[src/rtl/rom_dl_pkg.sv]
`default_nettype none
// ============================================================================
//  rom_dl_pkg
//  Shared types and constants for the ROM-download scheduler: the FIFO entry
//  layout, the dispatch state encoding, the default sprite-region bounds and
//  a helper that classifies a download address into its destination port.
//  Revision: 1.0
// ============================================================================
package rom_dl_pkg;

  localparam int          ADDR_W      = 25;
  localparam int          DATA_W      = 8;
  localparam logic [24:0] SP_BASE_DEF = 25'h14000;
  localparam logic [24:0] SP_END_DEF  = 25'h24000;

  // One captured download byte together with its byte address.
  typedef struct packed {
    logic [ADDR_W-1:0] addr;
    logic [DATA_W-1:0] data;
  } dl_entry_t;

  typedef enum logic [1:0] {
    ST_IDLE  = 2'd0,
    ST_WAIT1 = 2'd1,
    ST_WAIT2 = 2'd2
  } disp_state_t;

  typedef enum logic [1:0] {
    REG_PORT1 = 2'd0,
    REG_PORT2 = 2'd1,
    REG_NONE  = 2'd2
  } region_t;

  // Code below the sprite base goes to port1, the sprite window to port2,
  // and anything past the window is not backed by SDRAM and is discarded.
  function automatic region_t classify(input logic [24:0] addr,
                                       input logic [24:0] sp_base,
                                       input logic [24:0] sp_end);
    if (addr < sp_base)     return REG_PORT1;
    else if (addr < sp_end) return REG_PORT2;
    else                    return REG_NONE;
  endfunction

endpackage
`default_nettype wire

[src/rtl/dl_fifo.sv]
`default_nettype none
// ============================================================================
//  dl_fifo
//  Synchronous FIFO of download entries with full/empty flags. A push while
//  full is accepted when a pop happens on the same edge.
//  Ports:
//    clk, rst_n      clock, asynchronous active-low reset
//    push, push_data write request and entry
//    pop             read request (head advances on the edge)
//    pop_data        current head entry (valid when !empty)
//    full, empty     occupancy flags
//  Revision: 1.0
// ============================================================================
module dl_fifo
  import rom_dl_pkg::*;
#(
  parameter int DEPTH = 4
) (
  input  logic      clk,
  input  logic      rst_n,
  input  logic      push,
  input  dl_entry_t push_data,
  input  logic      pop,
  output dl_entry_t pop_data,
  output logic      full,
  output logic      empty
);

  localparam int PTR_W = $clog2(DEPTH);

  dl_entry_t        mem [DEPTH];
  logic [PTR_W:0]   wr_ptr;
  logic [PTR_W:0]   rd_ptr;
  logic             push_ok;
  logic             pop_ok;

  // Pointers carry one extra wrap bit so full and empty are distinguishable.
  assign empty    = (wr_ptr == rd_ptr);
  assign full     = (wr_ptr[PTR_W] != rd_ptr[PTR_W]) &&
                    (wr_ptr[PTR_W-1:0] == rd_ptr[PTR_W-1:0]);
  assign pop_ok   = pop & ~empty;
  assign push_ok  = push & (~full | pop_ok);
  assign pop_data = mem[rd_ptr[PTR_W-1:0]];

  always_ff @(posedge clk or negedge rst_n) begin
    if (!rst_n) begin
      wr_ptr <= '0;
      rd_ptr <= '0;
    end else begin
      if (push_ok) wr_ptr <= wr_ptr + (PTR_W+1)'(1);
      if (pop_ok)  rd_ptr <= rd_ptr + (PTR_W+1)'(1);
    end
  end

  // Storage needs no reset: the pointers alone define which slots are live.
  always_ff @(posedge clk) begin
    if (push_ok) mem[wr_ptr[PTR_W-1:0]] <= push_data;
  end

endmodule
`default_nettype wire

[src/rtl/rom_dl_sched.sv]
`default_nettype none
// ============================================================================
//  rom_dl_sched
//  Moves ROM-download bytes into the two SDRAM write ports using a toggle
//  req/ack handshake, buffering strobes in a small FIFO. Also owns the
//  rom_loaded flag and core reset generation (including a delayed second
//  one-cycle reset pulse after release).
//  Ports:
//    clk_sys, reset_n                 clock, asynchronous active-low reset
//    ioctl_download/wr/addr/dout      download byte stream
//    ext_reset                        external core reset request
//    port1_*                          main/sound code write port
//    port2_*                          sprite write port (remapped words)
//    rom_loaded                       download finished and drained
//    core_reset                       active-high core reset
//    overflow                         sticky, a byte was lost on full FIFO
//    dropped_cnt                      saturating count of out-of-region bytes
//  Revision: 1.0
// ============================================================================
module rom_dl_sched
  import rom_dl_pkg::*;
#(
  parameter logic [24:0] SP_BASE    = SP_BASE_DEF,
  parameter logic [24:0] SP_END     = SP_END_DEF,
  parameter int          FIFO_DEPTH = 4,
  parameter logic [15:0] RESET_HOLD = 16'hFFFF
) (
  input  logic        clk_sys,
  input  logic        reset_n,
  input  logic        ioctl_download,
  input  logic        ioctl_wr,
  input  logic [24:0] ioctl_addr,
  input  logic [7:0]  ioctl_dout,
  input  logic        ext_reset,
  output logic        port1_req,
  input  logic        port1_ack,
  output logic [22:0] port1_a,
  output logic [1:0]  port1_ds,
  output logic [15:0] port1_d,
  output logic        port1_we,
  output logic        port2_req,
  input  logic        port2_ack,
  output logic [15:0] port2_a,
  output logic [1:0]  port2_ds,
  output logic [15:0] port2_d,
  output logic        port2_we,
  output logic        rom_loaded,
  output logic        core_reset,
  output logic        overflow,
  output logic [7:0]  dropped_cnt
);

  logic        wr_last;
  logic        dl_last;
  logic        capture;
  logic        dl_rise;
  logic        pop;
  logic        drained;
  logic        fifo_full;
  logic        fifo_empty;
  dl_entry_t   push_entry;
  dl_entry_t   head;
  disp_state_t state;
  region_t     region;
  logic [16:0] sa;
  logic [15:0] cnt;

  // Each strobe may last several cycles; only its rising edge is a byte.
  assign capture    = ioctl_download & ioctl_wr & ~wr_last;
  assign dl_rise    = ioctl_download & ~dl_last;
  assign pop        = (state == ST_IDLE) & ~fifo_empty;
  assign drained    = ~ioctl_download & fifo_empty & (state == ST_IDLE);
  assign push_entry = '{addr: ioctl_addr, data: ioctl_dout};
  assign region     = classify(head.addr, SP_BASE, SP_END);
  // Only the low 17 bits of the sprite offset feed the word remap.
  assign sa         = 17'(head.addr - SP_BASE);

  dl_fifo #(
    .DEPTH (FIFO_DEPTH)
  ) u_fifo (
    .clk       (clk_sys),
    .rst_n     (reset_n),
    .push      (capture),
    .push_data (push_entry),
    .pop       (pop),
    .pop_data  (head),
    .full      (fifo_full),
    .empty     (fifo_empty)
  );

  // Edge detectors, overflow flag, write enables and rom_loaded.
  always_ff @(posedge clk_sys or negedge reset_n) begin
    if (!reset_n) begin
      wr_last    <= 1'b0;
      dl_last    <= 1'b0;
      overflow   <= 1'b0;
      port1_we   <= 1'b0;
      port2_we   <= 1'b0;
      rom_loaded <= 1'b0;
    end else begin
      wr_last <= ioctl_wr;
      dl_last <= ioctl_download;
      if (dl_rise) overflow <= 1'b0;
      // A drop on the very edge a new download starts must still be seen.
      if (capture & fifo_full & ~pop) overflow <= 1'b1;
      if (dl_rise) begin
        port1_we   <= 1'b1;
        port2_we   <= 1'b1;
        rom_loaded <= 1'b0;
      end else if (drained & port1_we) begin
        // port1_we doubles as "a download is being finished".
        port1_we   <= 1'b0;
        port2_we   <= 1'b0;
        rom_loaded <= 1'b1;
      end
    end
  end

  // Dispatch FSM: one outstanding request at a time across both ports.
  always_ff @(posedge clk_sys or negedge reset_n) begin
    if (!reset_n) begin
      state       <= ST_IDLE;
      port1_req   <= 1'b0;
      port1_a     <= '0;
      port1_ds    <= '0;
      port1_d     <= '0;
      port2_req   <= 1'b0;
      port2_a     <= '0;
      port2_ds    <= '0;
      port2_d     <= '0;
      dropped_cnt <= '0;
    end else begin
      case (state)
        ST_IDLE: begin
          if (pop) begin
            case (region)
              REG_PORT1: begin
                port1_a   <= head.addr[23:1];
                port1_ds  <= {head.addr[0], ~head.addr[0]};
                port1_d   <= {head.data, head.data};
                port1_req <= ~port1_req;
                state     <= ST_WAIT1;
              end
              REG_PORT2: begin
                // Sprite planes are interleaved: bit 16 of the offset
                // becomes the word LSB and bit 15 selects the byte lane.
                port2_a   <= {sa[14:0], sa[16]};
                port2_ds  <= {sa[15], ~sa[15]};
                port2_d   <= {head.data, head.data};
                port2_req <= ~port2_req;
                state     <= ST_WAIT2;
              end
              default: begin
                if (dropped_cnt != 8'hFF) dropped_cnt <= dropped_cnt + 8'd1;
              end
            endcase
          end
        end
        ST_WAIT1: if (port1_ack == port1_req) state <= ST_IDLE;
        ST_WAIT2: if (port2_ack == port2_req) state <= ST_IDLE;
        default:  state <= ST_IDLE;
      endcase
    end
  end

  // Core reset: held while not loaded or externally requested, then a second
  // one-cycle pulse when the hold counter passes 1.
  always_ff @(posedge clk_sys or negedge reset_n) begin
    if (!reset_n) begin
      cnt        <= RESET_HOLD;
      core_reset <= 1'b1;
    end else begin
      if (ext_reset | ~rom_loaded) cnt <= RESET_HOLD;
      else if (cnt != 16'd0)       cnt <= cnt - 16'd1;
      core_reset <= ext_reset | ~rom_loaded | (cnt == 16'd1);
    end
  end

endmodule
`default_nettype wire

[config.mk]
export PLATFORM = sky130hd
export DESIGN_NAME = rom_dl_sched
export DESIGN_NICKNAME = d
export VERILOG_FILES = /design/src/rtl/rom_dl_pkg.sv /design/src/rtl/dl_fifo.sv /design/src/rtl/rom_dl_sched.sv
export SDC_FILE = /design/constraint.sdc
export NUM_CORES = 1
export LEC_CHECK = 0
export CAP_MARGIN = 0
export CORE_MARGIN = 1.5
export CORE_UTILIZATION = 49
export DETAILED_ROUTE_END_ITERATION = 12
export PLACE_DENSITY = 0.75
export SLEW_MARGIN = 20
export SYNTH_ARGS = -nofsm -noshare
export SYNTH_HDL_FRONTEND = slang
export SYNTH_HIERARCHICAL = 1
export SYNTH_SLANG_ARGS = --single-unit
[constraint.sdc]
create_clock -name clk_sys -period 2.99 [get_ports clk_sys]
set_input_delay 0.299 -clock clk_sys [delete_from_list [all_inputs] [get_ports clk_sys]]
set_output_delay 0.299 -clock clk_sys [all_outputs]
set_load 0.01 [all_outputs]
* Word level (Yosys, flattened, before mapping)
Memories as Yosys holds them, arrays and structs flattened.
Index checks and enable logic that the tools add are counted.
** Word-level totals
- Register bits after elaboration :: 115
- Bits in writable memories :: 132
- Input bits :: 40
- Logic and storage cells :: 96
- Memories kept :: 1
** Memories
- u_fifo.mem :: words 4, bits a word 33, rd ports 1, clocked after memory_dff 0, wr ports 1, RTL line dl_fifo.sv:31 : dl_entry_t mem [DEPTH];
** Operators by class
- Add/sub/neg operators :: 5
- $lt $le $gt $ge :: 2
- Eq/ne operators :: 14
- Multiplexer cells :: 17
- Bitwise operators :: 26
- Reductions and logical operators :: 12
** Operator list (number)
- $mux 16 :: 2
- $lt 25x17->1 const B :: 1
- $lt 25x18->1 const B :: 1
- $sub 17x17->17 const B :: 1
- $eq 16x1->1 const B :: 1
- $reduce_bool 16->1 :: 1
- $sub 16x1->16 const B :: 1
- $not 1->1 :: 12
- $and 1x1->1 :: 11
- $mux 2 :: 5
- $add 8x1->8 const B :: 1
- $mux 1 :: 8
- $ne 8x8->1 const B :: 1
- $reduce_and 4->1 :: 2
- $add 3x1->3 const B :: 2
- $ne 2x2->1 const B :: 3
- $pmux 2 s3 :: 1
- $reduce_and 3->1 :: 2
- $reduce_bool 2->1 :: 3
- $eq 2x1->1 const B :: 2
- $logic_not 2->1 :: 2
- $pmux 2 s2 :: 1
- $eq 3x3->1 :: 1
- $ne 3x1->1 const B :: 1
- 7 further kinds :: 10

* Depth between registers and ports, before layout
Gate-level depths: netlist (run 1).
- Depth in word-level cells :: 8
- Mapped depth :: 11
- Gate-level depth less buffers :: 7

* Hierarchy
The synthesis (run 1) kept the hierarchy.
** By module, submodules not included
- dl_fifo :: instances 1, cells each 219, area each 5213.8 µm², sequential area each 4113.9 µm²
- rom_dl_sched :: instances 1, cells each 327, area each 4130.2 µm², sequential area each 2348.5 µm²

* Least setup slack after synthesis (run 1)
OpenSTA, ideal clock, no wires.
- Path kind :: flip-flop to flip-flop
- Start :: register u_fifo.rd_ptr[1]
- End :: memory u_fifo/mem[1][0] (netlist name), enable pin
- Setup time :: 0.393 ns
- Arrival time :: 2.715 ns
- Data required time :: 2.597 ns
- Setup slack :: -0.118 ns
- Stages on the path, launching flop included :: 11
- Cells stage by stage :: dfrtp_1 buf_2 xor2_1 buf_2 nor3_1 or3_1 buf_2 inv_1 buf_2 or4_4 and3_1
** On the way
- Cells in the longest elaborated chain, start to end :: 8
** RTL lines
- start: declaration :: RTL line dl_fifo.sv:33 : logic [PTR_W:0] rd_ptr;
- start signal: assignment :: RTL line dl_fifo.sv:51 : if (pop_ok) rd_ptr <= rd_ptr + (PTR_W+1)'(1);
- $eq 3x3->1 :: RTL line dl_fifo.sv:38 : assign empty = (wr_ptr == rd_ptr);
- via fifo_empty :: RTL line rom_dl_sched.sv:60 : logic fifo_empty;
- $not 1->1 :: RTL line rom_dl_sched.sv:71 : assign pop = (state == ST_IDLE) & ~fifo_empty;
- $and 1x1->1 :: RTL line rom_dl_sched.sv:71
- via pop :: RTL line rom_dl_sched.sv:57 : logic pop;
- $and 1x1->1 :: RTL line dl_fifo.sv:41 : assign pop_ok = pop & ~empty;
- $or 1x1->1 :: RTL line dl_fifo.sv:42 : assign push_ok = push & (~full | pop_ok);
- $and 1x1->1 :: RTL line dl_fifo.sv:42
- $mux 1 :: RTL line dl_fifo.sv:57 : if (push_ok) mem[wr_ptr[PTR_W-1:0]] <= push_data;
- $mux 1 (implied by the code) :: RTL line dl_fifo.sv:57
- end: declaration :: RTL line dl_fifo.sv:31
The timed path passes the listed nets, and every way through them passes these cells.

==> summary by stage, run 1 <==
Routing
Summed over all nets, wire length on met2 after detailed routing comes to around 9300 µm. The length of routed met3 wiring is a little over 900 µm. The first routing iteration left ~250 violations.

The via count is around 5200. In the routed layout, each cell is associated on average with a via count of about 5.5. For this block, wires on met1 add up to around 7600 µm. The first-pass detailed-route iteration total is 4. Dividing the detail-routed wire length by the instance count gives around 19 µm. The DRC violation count after routing is 0.

The final wirelength is 18300 µm. In this run the remaining antenna-violating nets after routing total 0. The uppermost metal layer occupied by signal nets is met4.

Synthesis
After Yosys synthesis, XOR and XNOR cells account for 1.77% of the synthesized area. The number of nets in the synthesized netlist is between 500 and 600. Counting instances in the post-synthesis netlist gives the leading cell types as 132 x sky130_fd_sc_hd__edfxtp_1, 82 x sky130_fd_sc_hd__dfrtp_1, 46 x sky130_fd_sc_hd__mux2_2, 33 x sky130_fd_sc_hd__mux4_2, 21 x sky130_fd_sc_hd__buf_4.

The post-synthesis mux area share is between 10% and 20%. The leading area contributor after synthesis is sky130_fd_sc_hd__edfxtp_1. The proportion of register bits with asynchronous set or reset after synthesis is between 40% and 50%. For this run, the number of Yosys warnings is 6. The share of Yosys cell area claimed by the top area cell type is 42.4%. The post-synthesis cell area is around 9300 µm². After synthesis, the cell types taking the most area are sky130_fd_sc_hd__edfxtp_1 42%, sky130_fd_sc_hd__dfrtp_1 22%, sky130_fd_sc_hd__mux4_2 8.0%, sky130_fd_sc_hd__mux2_2 5.5%, sky130_fd_sc_hd__dfstp_2 4.8%.

For this run, the register share of the synthesized area comes to slightly below 70%. The synthesized netlist contains 57 unique library cells. The synthesized netlist devotes 6.37% of its cell area to simple gates. The number of storage elements in the synthesis netlist is about 230. By instance count, the leading cell after synthesis is sky130_fd_sc_hd__edfxtp_1. Of the total synthesized cell area, the portion taken by full adders, half adders and majority gates is under 10%. The synthesized area divided by synthesized cell count is 17.1 µm². In this run, synthesis inferred ~130 flip-flops with an integrated enable. The prevailing post-synth register cell is sky130_fd_sc_hd__edfxtp_1. The main combinational cell family by area after synthesis is multiplexers. The complex-gate fraction of the synthesized area is about 3.4%. The synthesized instance count is around 550.

Place
During placement, the flow inserted port buffers numbering between 100 and 150. Summed over all nets, the half-perimeter wirelength after detailed placement is ~12000 µm. OpenSTA, run right after detailed placement, puts the worst setup slack at about 240 ps.

The weighted congestion reported at the end of routability-driven placement is roughly 0.78.

Run
Across the run, the number of max-cap violations was 0.

Power
Across the VDD grid, the largest voltage drop is 0.000660 V. Power spread over the standard cell area amounts to around 900 nW/µm². The total leakage power is roughly 4.4 nW.

Finish
The share of layout cells above drive strength 1 is between 20% and 30%. The number of fillers in the final layout is about 1300. The layout overhead on the synthesized area is 24.0%.

The repair_antennas step left the layout with diodes totalling 0. The number of nets at the end of the flow is between 700 and 800.

Global route
The wire length of the first global-routing pass is a little under 30000 µm. For this run the aggregate overflow at the end of global routing stands at 0. The initial antenna violation count is 0. The largest net degree at the start of global routing is 60. For this run, the total global-route usage over all layers was measured as roughly a fifth.

The number of global-route vias before repair was roughly 5600.

Setup path
The kind of launch point of the worst setup path is a register. For the worst setup path, the data required time is 3370 ps. The number of buffers and inverters on the critical path is 2.

The critical path capture point type is a register. The critical path goes through buf_4, mux4_2, or2_2, a2111oi_4, buf_12, mux2_2. Along the worst path, the maximum fanout reaches 35. The critical path is of the reg2reg type.

The largest individual stage delay along the critical path comes from the cell sky130_fd_sc_hd__mux4_2. On the worst path, the slowest cell contributes a delay of 590 ps. The family with the most delay on the worst path is multiplexers. At the worst endpoint, the arrival time is approximately 3100 ps.

Status
The flow ran to the end, and the final reports show no timing, DRC or antenna violations.

Timing
In the post-route analysis, the smallest setup slack over all paths is roughly 250 ps. Setup repair after global routing left no endpoint under its margin. At the pin with the least slew margin, the transition time is ~740 ps. The number of max-slew violations in the final report is 0.

The fmax is 365 MHz. The final total negative setup slack is 0 ps. On the final layout, the worst clock skew is about 7.3 ps. Headroom to the max-slew limit came out at between 50% and 60%. Setup violations remaining at the end of the flow were counted as 0. The count of final hold-check violations was 0. Counting I/O delays and the setup requirement, the final critical path takes ~2700 ps. The ratio of final minimum period to clock period is about nine tenths.

Clocking
The quantity of gates resized following cts is 0. The TritonCTS buffer count is 23. The tree is rooted in a sky130_fd_sc_hd__clkbuf_16. TritonCTS built the clock tree. The tree built by TritonCTS fans out to 231 sinks.

The number of H-tree levels is 1. In this run the deepest clock path goes through 3 buffers. The latest clock arrival within the worst-skew pair is between 500 and 600 ps. The clock edge transition at the registers on the reported setup and hold paths is approximately 60 ps.

Floorplanning
In this run the count of I/O pins placed on the die edge is 130. The floorplan die width is 141 µm. The vertical die dimension is about 140 µm. The total core area is about 19000 µm².

After floorplanning, the core was divided into 50 placement rows. The die covers 19900 µm². The effective utilization at floorplan is 50.0%.

Hold path
The worst hold path belongs to the class in2reg.
## area by class of cell
class | count | area, µm² | share of cell area [%]
flip-flops and latches | 231 | 6460 | 55.8
multi-input cells | 260 | 2570 | 22.2
repair buffers | 155 | 1510 | 13.0
clock buffers | 34 | 637 | 5.50
well taps | 234 | 293 | 2.53
inverters | 17 | 63.8 | 0.551
clock inverters | 8 | 37.5 | 0.324
## final timing paths
path,to,cells after the start,slack [ps],startpoint
setup / recovery,port1_a[1]$_DFFE_PN0P_,6,250,u_fifo/rd_ptr[0]$_DFFE_PN0P_
hold / removal,wr_last$_DFF_PN0_,1,270,ioctl_wr
setup reg to reg,port1_a[1]$_DFFE_PN0P_,6,250,u_fifo/rd_ptr[0]$_DFFE_PN0P_
hold reg to reg,port2_we$_DFFE_PN0P_,1,440,dl_last$_DFF_PN0_
max in group asynchronous,cnt[11]$_DFFE_PN1P_,3,1730,reset_n
min in group asynchronous,port1_a[21]$_DFFE_PN0P_,2,390,reset_n
## registers in the layout, summed over array words and instances (netlist names), 2 cells and up
name           flops
u_fifo/wr_ptr      3
port1_ds           2
port2_ds           2
cnt               16
port1_a           23
state              2
port2_a           16
u_fifo/rd_ptr      3
u_fifo/mem       132
dropped_cnt        8
port2_d            8
port1_d            8
## logic make-up (layout without fill, tap and decap cells)
| group | after synthesis | in the layout |
|---|---|---|
| fa+ha+maj | 10 | 10 |
| compound gates | 44 | 44 |
| mux | 89 | 89 |
| simple gates | 99 | 99 |
| buf+inv | 55 | 214 |
| xor+xnor | 18 | 18 |
| flops | 231 | 231 |
## what timing repair did
item                                   4_1_cts  5_1_grt
hold buffers                                 1        0
endpoints found under the hold margin       57        0
setup buffers                                0        0
## worst register-to-register path, cell delays in order (launching register included)
cell and delay [ps]:
sky130_fd_sc_hd__dfrtp_2 370, sky130_fd_sc_hd__buf_4 220, sky130_fd_sc_hd__mux4_2 590, sky130_fd_sc_hd__or2_2 360
sky130_fd_sc_hd__a2111oi_4 420, sky130_fd_sc_hd__buf_12 290, sky130_fd_sc_hd__mux2_2 380
## per-stage QoR
stage                     hold WS, ps  utilization (%)  cells  instance area, µm²  total power, mW
after floorplan                  3.41                -    546                9350             6.35
after global placement            391             58.3    896               10900             7.79
after detailed placement          405             58.3    896               10900             7.92
final                             272             61.9    939               11600             10.5
after global routing              275             61.9    939               11600             11.0
after CTS                         266             61.9    939               11600             10.6
## metal layers
metal | track usage [%] | up-vias
met1 | 24.5 | 2660
met3 | 3.23 | 36
met4 | 6.09 | 0
met5 | 0 | -
li1 | - | 2352
met2 | 33.1 | 159
## placed cells by master, fill, tap and decap left out, drive strengths merged, types with 8 or more instances in the layout
master and instances:
edfxtp 132, clkdlybuf4s50 128, dfrtp 82, mux2 53, clkbuf 34, mux4 33, buf 26, inv 18
dfstp 17, nor2 16, o21ai 14, nand2 14, xnor2 11, ha 10, and3 10, nor2b 9
nand3 8
## power breakdown
part	switching, mW	internal, mW
combinational	1.58	1.94
sequential	0.412	3.94
clock	1.12	1.47
total	3.11	7.34
Note: power is estimated with default switching activity, not from simulation.
==> run 2, diff against run 1 <==
- CORE_UTILIZATION: 49 -> 55
- PLACE_DENSITY: 0.75 -> 0.79
- clock period: 2.99 -> 3.4 ns (I/O delays scaled with it)
==> run 2 against run 1 <==
Against the previous run: the flow now finishes with violations (negative hold slack); largest cell class unchanged; worst hold slack worse by 280 ps; largest power group unchanged; sequential power is 11% lower; sequential share of layout area is 0.31 points higher; critical endpoint is now dropped_cnt[1]$_DFFE_PN0P_; flip-flop and latch count stayed put; power is 12% lower; non-clock buffer count is 12 lower; fmax is 7.5% lower; clock skew is 0.69 ps higher; routed wire length is 1.3% lower; utilization is 7.5 points higher; register-to-register slack better by 190 ps.
==> summary by stage, run 2 (synthesized netlist as in run 1, its figures left out) <==
Status
The flow ran to the end, but the final reports show violations. The checks that failed: negative hold slack.

Timing
The worst hold-check slack was -5.42 ps (-277 ps). The total setup violations reported at the end of the flow came to 0 (unchanged). The worst relative slew slack is 35.3% (-15 points).

The fmax was 338 MHz (-7.5%). The transition time at the pin with the least slew margin was 970 ps (+232 ps). The count of final hold-check violations is 2 (+2). The number of max-slew violations in the final report is 0 (unchanged).

The final total negative setup slack is 0 ps (unchanged). Setup repair after global routing left no endpoint under its margin. The setup clock skew after layout was 8.01 ps (+0.690 ps). The final period demand of the worst path is 2960 ps (+222 ps). The ratio of final minimum period to clock period is 87.1% (-4.5 points).

Clocking
The latest clock arrival within the worst-skew pair is 500 ps (about the same). The number of sinks driven by the clock tree was 231 (unchanged). The TritonCTS buffer count is 23 (unchanged).

The number of buffers on the longest clock path was 3 (unchanged). The buffer type at the clock tree root is sky130_fd_sc_hd__clkbuf_16. The clock tree from TritonCTS is done.

The clock edge transition at the registers on the reported setup and hold paths is 60 ps (about the same). The number of buffers inserted by post-CTS setup repair was 0 (unchanged). The quantity of gates resized following cts is 0 (unchanged). The number of H-tree levels was 1 (unchanged).

The number of hold buffers added after CTS came to 0 (-1).

Finish
The share of layout cells above drive strength 1 came to 23.5% (-0.17 points). The antenna cell count is 0 (unchanged). The flip-flop count of the largest register after layout came to 132 (unchanged).

The most common cell after layout, fill and taps aside is sky130_fd_sc_hd__edfxtp_1. The top cell types in the final layout, fill and taps aside, are 132 x sky130_fd_sc_hd__edfxtp_1, 128 x sky130_fd_sc_hd__clkdlybuf4s50_1, 80 x sky130_fd_sc_hd__dfrtp_1. Compared with the post-synthesis result, the final layout area differs by 23.3%. The number of nets at the end of the flow is 726 (-1.6%). The final cell area excluding filler cells is 11500 µm² (-0.55%).

Floorplanning
The number of primary I/O pins is 130 (unchanged). The total core area is 16600 µm² (-11%). The floorplan die width came to 133 µm (-5.5%).

The number of standard-cell rows in the floorplan is 47 (-6.0%). The overall die area was 17800 µm² (-11%). The effective utilization at floorplan came to 56.3% (+6.4 points). The vertical die dimension was 133 µm (-5.5%).

Setup path
The worst register-to-register path begins at u_fifo/rd_ptr[0]$_DFFE_PN0P_. The launch point of the critical path is u_fifo/rd_ptr[0]$_DFFE_PN0P_. The critical path capture point type is a register.

The required arrival time at the worst endpoint is 3780 ps (+410 ps). The worst setup path is launched from a register. By startpoint and endpoint, the worst setup path is classified as reg2reg. The highest net fanout along the worst path is 13 (-63%). The critical path data arrival time is 3340 ps (+220 ps).

Routing
The DRC violation count after routing was 0 (unchanged). The met2 layer wire length in the routed design is 8830 µm (-4.9%). The average wire per standard cell was 19.8 µm (+1.6%).

The length of routed met3 wiring is 1370 µm (+51%). The final wirelength was 18100 µm (-1.3%). The count of routing violations after the opening detailed-route iteration was 305 (+21%). The number of antenna-violating nets in the routed design is 0 (unchanged). The first-pass detailed-route iteration total is 4 (unchanged). The mean number of vias per cell is 5.79 (+4.5%). The via count was 5290 (+1.6%). The met1 wire length is 7480 µm (-1.3%). The detailed router used layers up to and including met4.

Global route
The wire length of the first global-routing pass was 28600 µm (-3.4%). The initial antenna violation count is 0 (unchanged). The number of global-route vias before repair came to 5376 (-4.5%). The global routing usage summed across all routing layers is 20.5% (+1.5 points). The largest net degree at the start of global routing is 77 (+28%). The total congestion overflow after global routing is 0 (unchanged).

Power
The post-layout total power is 9.22 mW (-12%). The worst supply voltage drop on vdd came to 0.000553 V (-16%). The power density of the placed cells is 800 nW/µm² (-11%).

The total leakage power came to 4.39 nW (-0.61%).

Hold path
In this run the worst hold path is classified as in2async.

Run
The max-cap check violation count was 0 (unchanged).

Place
The number of input and output port buffers inserted is 129 (unchanged). The HPWL reported at the end of detailed placement came to 11400 µm (-7.7%). The total cell area at the placement stage was 10800 µm² (-0.92%). The weighted congestion reported at the end of routability-driven placement is 0.788 (+1.4%).
-- run 2: through the flow --
step	instances	util, %	worst slack, ps	hold slack (ps)
finish	913	69.5	439	-5.42
detailed placement	871	65.1	440	427
global placement	871	65.1	489	415
global route	913	69.5	257	59.1
CTS	913	69.5	406	23.5
floorplan	546	-	292	44.4
-- run 2: metal layers --
metal  track usage [%]  vias up
met2              33.9      224
met3              4.34       38
met4              6.04        0
met1              27.9     2697
li1                  -     2331
met5                 0        -
-- run 2: final timing paths --
check,slack (ps),cells past startpoint,endpoint
worst min register to register,450,1,port2_we$_DFFE_PN0P_
worst min-delay path,-5,1,dropped_cnt[0]$_DFFE_PN0P_
worst max-delay path,440,7,dropped_cnt[1]$_DFFE_PN0P_
max in group asynchronous,2480,2,port1_a[0]$_DFFE_PN0P_
min in group clk_sys,380,1,wr_last$_DFF_PN0_
worst max register to register,440,7,dropped_cnt[1]$_DFFE_PN0P_
-- run 2: power by group --
part           internal (mW)  total (mW)  switching [mW]
combinational           1.64        2.97            1.33
clock                   1.38        2.38            1.00
sequential              3.46        3.86           0.403
-- run 2: layout make-up --
type / count / area, µm²
clock buffer: 32 / 671
clock inverter: 10 / 50.0
fill: 1066 / 5060
inverter: 17 / 63.8
multi-input combinational: 260 / 2570
sequential: 231 / 6460
tap: 220 / 275
timing repair buffer: 143 / 1420
-- run 2: worst max-delay path, cell delays in order, from the launching register on --
cell and delay (ps):
sky130_fd_sc_hd__dfrtp_2 630, sky130_fd_sc_hd__xor2_2 410, sky130_fd_sc_hd__nor3_1 140, sky130_fd_sc_hd__or3_1 350, sky130_fd_sc_hd__buf_4 180, sky130_fd_sc_hd__a31oi_1 600, sky130_fd_sc_hd__nand2_1 210, sky130_fd_sc_hd__mux2_2 310
